$ cat src/rtl/dmem_arb_pkg.sv
// Shared types for the data-memory arbiter.
//   arb_state_t : owner of the last issued access (IDLE when none was issued)
//   owner_t     : per-cycle winner, and the tag of an outstanding read
package dmem_arb_pkg;

  typedef enum logic [1:0] {
    IDLE = 2'd0,
    CPU  = 2'd1,
    EXT  = 2'd2,
    LOCK = 2'd3
  } arb_state_t;

  typedef enum logic [1:0] {
    OWN_NONE = 2'd0,
    OWN_CPU  = 2'd1,
    OWN_EXT  = 2'd2
  } owner_t;

endpackage

$ cat src/rtl/arb_starve_counter.sv
// Counts consecutive CPU grants issued while EXT is waiting.
// Ports:
//   clk, rst    clock, asynchronous active-low reset
//   cpu_gnt     CPU access issued this cycle
//   ext_gnt     EXT access issued this cycle
//   ext_req     EXT request level
//   at_limit_c  streak has reached STARVE_LIMIT (EXT must win on contention)
module arb_starve_counter #(
  parameter int unsigned STARVE_LIMIT = 4
) (
  input  logic clk,
  input  logic rst,
  input  logic cpu_gnt,
  input  logic ext_gnt,
  input  logic ext_req,
  output logic at_limit_c
);

  localparam int unsigned SW = $clog2(STARVE_LIMIT + 1);

  logic [SW-1:0] streak;

  // Streak clears whenever EXT is served or stops asking; saturates at the limit.
  always_ff @(posedge clk or negedge rst) begin
    if (!rst) begin
      streak <= '0;
    end else if (ext_gnt || !ext_req) begin
      streak <= '0;
    end else if (cpu_gnt && (streak != SW'(STARVE_LIMIT))) begin
      streak <= streak + SW'(1);
    end
  end

  assign at_limit_c = (streak == SW'(STARVE_LIMIT));

endmodule

$ cat src/rtl/dmem_arbiter.sv
// Shares the single-port data memory between the CPU MEM stage (port 0) and an
// external loader/DMA engine (port 1). One access per cycle, CPU priority bounded
// by an anti-starvation limit, EXT may lock the memory for bursts.
// Ports:
//   clk, rst                     clock, asynchronous active-low reset
//   cpu_req/we/addr/wdata        CPU request; cpu_gnt (comb), cpu_stall, cpu_rvalid
//   ext_req/we/lock/addr/wdata   EXT request; ext_gnt (comb), ext_rvalid
//   rdata                        read data for whichever port has rvalid, else 0
//   mem_addr/wdata/we/re         to the memory; mem_rdata back, 1-cycle latency
// Optional feature macro ARB_STATS_EN adds saturating counters
//   cpu_stall_cnt, ext_wait_cnt, oob_cnt.
module dmem_arbiter
  import dmem_arb_pkg::*;
#(
  parameter int unsigned Bits         = 64,
  parameter int unsigned MemSize      = 256,
  parameter int unsigned STARVE_LIMIT = 4
) (
  input  logic            clk,
  input  logic            rst,
  input  logic            cpu_req,
  input  logic            cpu_we,
  input  logic [Bits-1:0] cpu_addr,
  input  logic [Bits-1:0] cpu_wdata,
  output logic            cpu_gnt,
  output logic            cpu_stall,
  output logic            cpu_rvalid,
  input  logic            ext_req,
  input  logic            ext_we,
  input  logic            ext_lock,
  input  logic [Bits-1:0] ext_addr,
  input  logic [Bits-1:0] ext_wdata,
  output logic            ext_gnt,
  output logic            ext_rvalid,
  output logic [Bits-1:0] rdata,
  output logic [Bits-1:0] mem_addr,
  output logic [Bits-1:0] mem_wdata,
  output logic            mem_we,
  output logic            mem_re,
`ifdef ARB_STATS_EN
  output logic [31:0]     cpu_stall_cnt,
  output logic [31:0]     ext_wait_cnt,
  output logic [15:0]     oob_cnt,
`endif
  input  logic [Bits-1:0] mem_rdata
);

  if (STARVE_LIMIT < 1 || MemSize < 1) begin : g_bad_param
    $error("dmem_arbiter: STARVE_LIMIT and MemSize must be >= 1");
  end

  arb_state_t state, state_nxt;
  owner_t     win;
  owner_t     rd_tag;
  logic       at_limit_c;

  arb_starve_counter #(
    .STARVE_LIMIT(STARVE_LIMIT)
  ) u_starve (
    .clk       (clk),
    .rst       (rst),
    .cpu_gnt   (cpu_gnt),
    .ext_gnt   (ext_gnt),
    .ext_req   (ext_req),
    .at_limit_c(at_limit_c)
  );

  // Winner selection; held off during reset so every output reads 0.
  // A held lock only counts while EXT still requests and still asserts ext_lock.
  always_comb begin
    win = OWN_NONE;
    if (!rst) begin
      win = OWN_NONE;
    end else if (state == LOCK && ext_req && ext_lock) begin
      win = OWN_EXT;
    end else if (cpu_req && ext_req && at_limit_c) begin
      win = OWN_EXT;
    end else if (cpu_req) begin
      win = OWN_CPU;
    end else if (ext_req) begin
      win = OWN_EXT;
    end
  end

  // State register.
  always_ff @(posedge clk or negedge rst) begin
    if (!rst) begin
      state <= IDLE;
    end else begin
      state <= state_nxt;
    end
  end

  // Next state: the owner of the access issued this cycle.
  always_comb begin
    state_nxt = IDLE;
    case (win)
      OWN_CPU: state_nxt = CPU;
      OWN_EXT: state_nxt = ext_lock ? LOCK : EXT;
      default: state_nxt = IDLE;
    endcase
  end

  // Grants, stall and memory mux.
  always_comb begin
    cpu_gnt   = 1'b0;
    ext_gnt   = 1'b0;
    mem_addr  = '0;
    mem_wdata = '0;
    mem_we    = 1'b0;
    mem_re    = 1'b0;
    case (win)
      OWN_CPU: begin
        cpu_gnt   = 1'b1;
        mem_addr  = cpu_addr;
        mem_wdata = cpu_wdata;
        mem_we    = cpu_we;
        mem_re    = ~cpu_we;
      end
      OWN_EXT: begin
        ext_gnt   = 1'b1;
        mem_addr  = ext_addr;
        mem_wdata = ext_wdata;
        mem_we    = ext_we;
        mem_re    = ~ext_we;
      end
      default: ;
    endcase
    cpu_stall = rst & cpu_req & ~cpu_gnt;
  end

  // Tag of the read issued this cycle; its data returns next cycle.
  always_ff @(posedge clk or negedge rst) begin
    if (!rst) begin
      rd_tag <= OWN_NONE;
    end else begin
      rd_tag <= mem_re ? win : OWN_NONE;
    end
  end

  assign cpu_rvalid = (rd_tag == OWN_CPU);
  assign ext_rvalid = (rd_tag == OWN_EXT);
  assign rdata      = (cpu_rvalid || ext_rvalid) ? mem_rdata : '0;

`ifdef ARB_STATS_EN
  logic oob_c;
  logic ext_wait_c;

  assign oob_c      = (cpu_gnt || ext_gnt) && (mem_addr >= Bits'(MemSize));
  assign ext_wait_c = rst & ext_req & ~ext_gnt;

  // Saturating event counters.
  always_ff @(posedge clk or negedge rst) begin
    if (!rst) begin
      cpu_stall_cnt <= '0;
      ext_wait_cnt  <= '0;
      oob_cnt       <= '0;
    end else begin
      if (cpu_stall && (cpu_stall_cnt != '1)) cpu_stall_cnt <= cpu_stall_cnt + 32'd1;
      if (ext_wait_c && (ext_wait_cnt != '1)) ext_wait_cnt <= ext_wait_cnt + 32'd1;
      if (oob_c && (oob_cnt != '1))           oob_cnt <= oob_cnt + 16'd1;
    end
  end
`endif

endmodule

$ cat config.mk
export PLATFORM = sky130hd
export DESIGN_NAME = dmem_arbiter
export DESIGN_NICKNAME = d
export VERILOG_FILES = /design/src/rtl/dmem_arb_pkg.sv /design/src/rtl/arb_starve_counter.sv /design/src/rtl/dmem_arbiter.sv
export SDC_FILE = /design/constraint.sdc
export NUM_CORES = 1
export LEC_CHECK = 0
export ABC_CLOCK_PERIOD_IN_PS = 7600
export BUFFER_PORTS_ARGS = -buffer_cell sky130_fd_sc_hd__buf_4
export CAP_MARGIN = 10
export CORE_AREA = 3 3 206 208
export DETAILED_ROUTE_END_ITERATION = 6
export DIE_AREA = 0 0 209 211
export SLEW_MARGIN = 20
export SYNTH_ARGS = -nofsm -noshare
export SYNTH_HDL_FRONTEND = slang
export SYNTH_SLANG_ARGS = --single-unit
$ cat constraint.sdc
create_clock -name clk -period 7.6 [get_ports clk]
set_input_delay 1.52 -clock clk [delete_from_list [all_inputs] [get_ports clk]]
set_output_delay 1.52 -clock clk [all_outputs]
set_load 0.1 [all_outputs]
==> metrics.md <==
| Metric | Value |
|---|---|
| Hold path start | `u_starve.streak[1]` |
| Nets | `about 1100` |
| CTS Hold Bufs | `0` |
| RR Endpoint | `u_starve.streak[1]` |
| Post-layout min period | `between 5000 and 6000 ps` |
| Outcome | `completed` |
| Flop and latch count out of synthesis | `7` |
| Initial core utilization | `0.0592` |
| Register area share after synthesis | `0.0726` |
| Finish-stage setup viols | `0` |
| Pre-CTS setup slack | `around 1700 ps` |
| Worst Setup Slack, final | `1680 ps` |
| Initial antenna violation count | `4` |
| Routed Antenna Nets | `0` |
| Setup bufs post-CTS | `0` |
| Arr. time, crit path | `about 4400 ps` |
| Net Sw Power | `between 300 and 400 uW` |
| Core area | `0.0407 sq mm` |
| HP Class | `reg2reg` |
| Die area | `between 0.04 and 0.05 sq mm` |
| Clock Path Buffers | `2` |
| Setup TNS | `0 ps` |
| Sw Ratio | `0.534` |
| Syn_nets | `610` |
| Worst path top cell family by delay | `simple AND/OR/NAND/NOR gates` |
| CTS tree | `built` |
| WL/cell | `between 10 and 15 um` |
| Total grt overflow | `0` |
| Power share of the sequential group | `0.065` |
| Comb power frac | `0.789` |
| Max_cap viols | `0` |
| P per Cell Area | `between 80 and 90 mW/mm^2` |
| Dpl cells | `around 1300` |
| Non-filler cells, final | `between 1000 and 1500` |
| Hold slack | `around 560 ps` |
| Top Layer Used | `met5` |
| Launching point of the worst reg2reg path | `u_starve.streak[0]` |
| WL met2 | `about 9.3 mm` |
| H-tree Lvls | `1` |
| Share of cells above drive strength 1 | `0.766` |
| Critical Path Start Type | `input port` |
| Die Height | `between 200 and 250 um` |
| Io pins | `526` |
| Internal | `283 uW` |
| Clock insertion delay at the later pin of the skew report | `between 200 and 250 ps` |
| Post_cts resized | `0` |
| Clock skew | `about 0.64 ps` |
| Largest net degree at the start of global routing | `129` |
| CP dominant cell by count | `buf_4` |
| M1 WL | `a little under 7 mm` |
| Overall Global Routing Usage | `0.0718` |
| WP buf/inv | `3` |
| Hold Path Cell Cnt | `2` |
| Row count | `74` |
| # fillers | `approximately 4600` |
| Slew Limit Fails | `0` |
| Initial DRC Count | `123` |
| Via count | `roughly 4300` |
| Met3 WL | `2.14 mm` |
| Clock share of power | `0.146` |
| Post-Syn Area | `about 0.0024 sq mm` |
| Slowest-stage cell, CP | `nor2b_4` |
| Crit Path Category | `in2out` |
| Cell count after synthesis | `roughly 280` |
| Headroom to the max-slew limit | `0.328` |
| Highest clock rate | `0.169 GHz` |
| Largest cells by area after synthesis | `a22o_1, a22o_2, nor2b_1, buf_12, dfrtp_1` |
| DRC | `0` |
| GPL Wtd Cong | `between 0.8 and 0.9` |
| Sink Count | `7` |
| RSZ-0062 raised after global routing | `false` |
| PortBufs | `between 500 and 600` |
| DP HPWL | `between 15 and 20 mm` |
| Clk Tree Root Cell | `clkbuf_16` |
| Hold EP | `u_starve.streak[1]` |
| Least-Margin Pin Slew | `1010 ps` |
| Total CTS buffers | `3` |
| CP peak stage delay | `around 810 ps` |
| Period Utilization, post-route | `0.778` |
| Reg2Reg Depth | `9` |
| Pleak | `around 0.0035 uW` |
| Cell taking the most area after synthesis | `a22o_1` |
| Final design utilization | `0.168` |
| Final Hold Fails | `0` |
| Share of the synthesized area in the top cell type | `0.254` |
| Area grow syn2layout | `184%` |
| CP Max Fanout | `69` |
| Total wire length | `~18 mm` |
| First-pass GRT wire length | `25.3 mm` |
| Drt pass-1 iters | `4` |
| Nature of the critical path endpoint | `primary output` |
| Syn_area_per_cell | `slightly below 9 sq um` |
| Synth unique cells | `27` |
| N_diodes | `0` |
| Vias in the first global route | `between 4000 and 5000` |
| Crit-path cells | `buf_4 > a32oi_2 > a21oi_1 > nand2_1 > ha_1 > nor2b_4 > buf_12 > a22o_1 > buf_4` |
| Most frequent cells in the layout | `buf_4, a22o_1, nor2b_1` |
| Synth warnings | `0` |
| CP Data Required Time | `between 6000 and 7000 ps` |
| CTS clk-pin slew, worst paths | `approximately 40 ps` |
| Drt via density | `3.28` |
| Most common cell after layout, fill and taps aside | `buf_4` |
| Flop2flop setup slack | `between 5000 and 6000 ps` |
| Maximum vdd drop | `about 0.00012 V` |
| Die width | `209 um` |
[state kept, by name (all words and copies together), names as in the netlist]
name and cells:
rd_tag 2, u_starve.streak 3, state 2
[layout make-up]
class	count	area [sq um]	share of cell area
clock buffers	4	78.8	0.0115
inverters	8	30.0	0.00439
flip-flops and latches	7	175	0.0256
repair buffers	531	4010	0.586
well taps	532	666	0.0973
multi-input cells	227	1880	0.275
[worst max-delay path by stage]
stage / start / endpoint / cells after the start
after floorplan: ext_lock / mem_re / 6
after global placement: ext_lock / mem_addr[63] / 9
after detailed placement: ext_lock / mem_addr[63] / 9
after CTS: ext_lock / mem_addr[63] / 9
after global routing: ext_lock / mem_addr[63] / 9
final: ext_lock / mem_addr[63] / 9
[logic make-up (layout without fill, tap and decap cells)]
group / after synthesis / count (layout) / synth area share
AO/OA/AOI/OAI: 138 / 138 / 0.534
XOR/XNOR: 1 / 1 / 0.00363
adder cells (fa/ha/maj): 6 / 6 / 0.0311
buffers and inverters: 43 / 543 / 0.150
flip-flops: 7 / 7 / 0.0726
multiplexers: 1 / 1 / 0.00415
AND/OR/NAND/NOR: 81 / 81 / 0.204
[synthesized netlist by cell type (all sizes together)]
cell     count
or3          1
o21bai       1
a2111oi      1
and4b        1
a211oi       1
nor4b        1
xnor2        1
clkbuf      21
nand2        2
and2         2
dfrtp        7
a21boi       1
buf         14
inv          8
o22ai        1
nor2         6
mux2i        1
a22o       128
nor3         1
ha           6
a21oi        3
a22oi        1
nor2b       65
nand2b       2
a32oi        1
[layer usage]
metal  global-route usage  vias to the layer above
met4              0.00162                        4
met1               0.0858                     1928
met2                0.132                      286
met3               0.0244                        6
li1                     -                     2073
met5                    0                        -
[worst min-delay path, cell delays in order (launching register included)]
cell and delay, ps:
dfrtp_1 360, mux2i_1 70, nor2_1 90
[through the flow]
| stage | power (uW) | instance area (sq um) |
|---|---|---|
| after floorplan | 332 | 2410 |
| after global placement | 518 | 6760 |
| after detailed placement | 521 | 6760 |
| after CTS | 612 | 6840 |
| after global routing | 631 | 6840 |
| final | 607 | 6840 |
[power by group through the flow]
stage	Clock, uW	Combinational (uW)	Sequential [uW]
CTS	90.9	482	39.5
global placement	0	479	39.9
detailed placement	0	481	39.9
global route	93.8	497	39.6
finish	88.6	479	39.4
floorplan	0	292	39.8
Power figures use the tool's default switching activity.
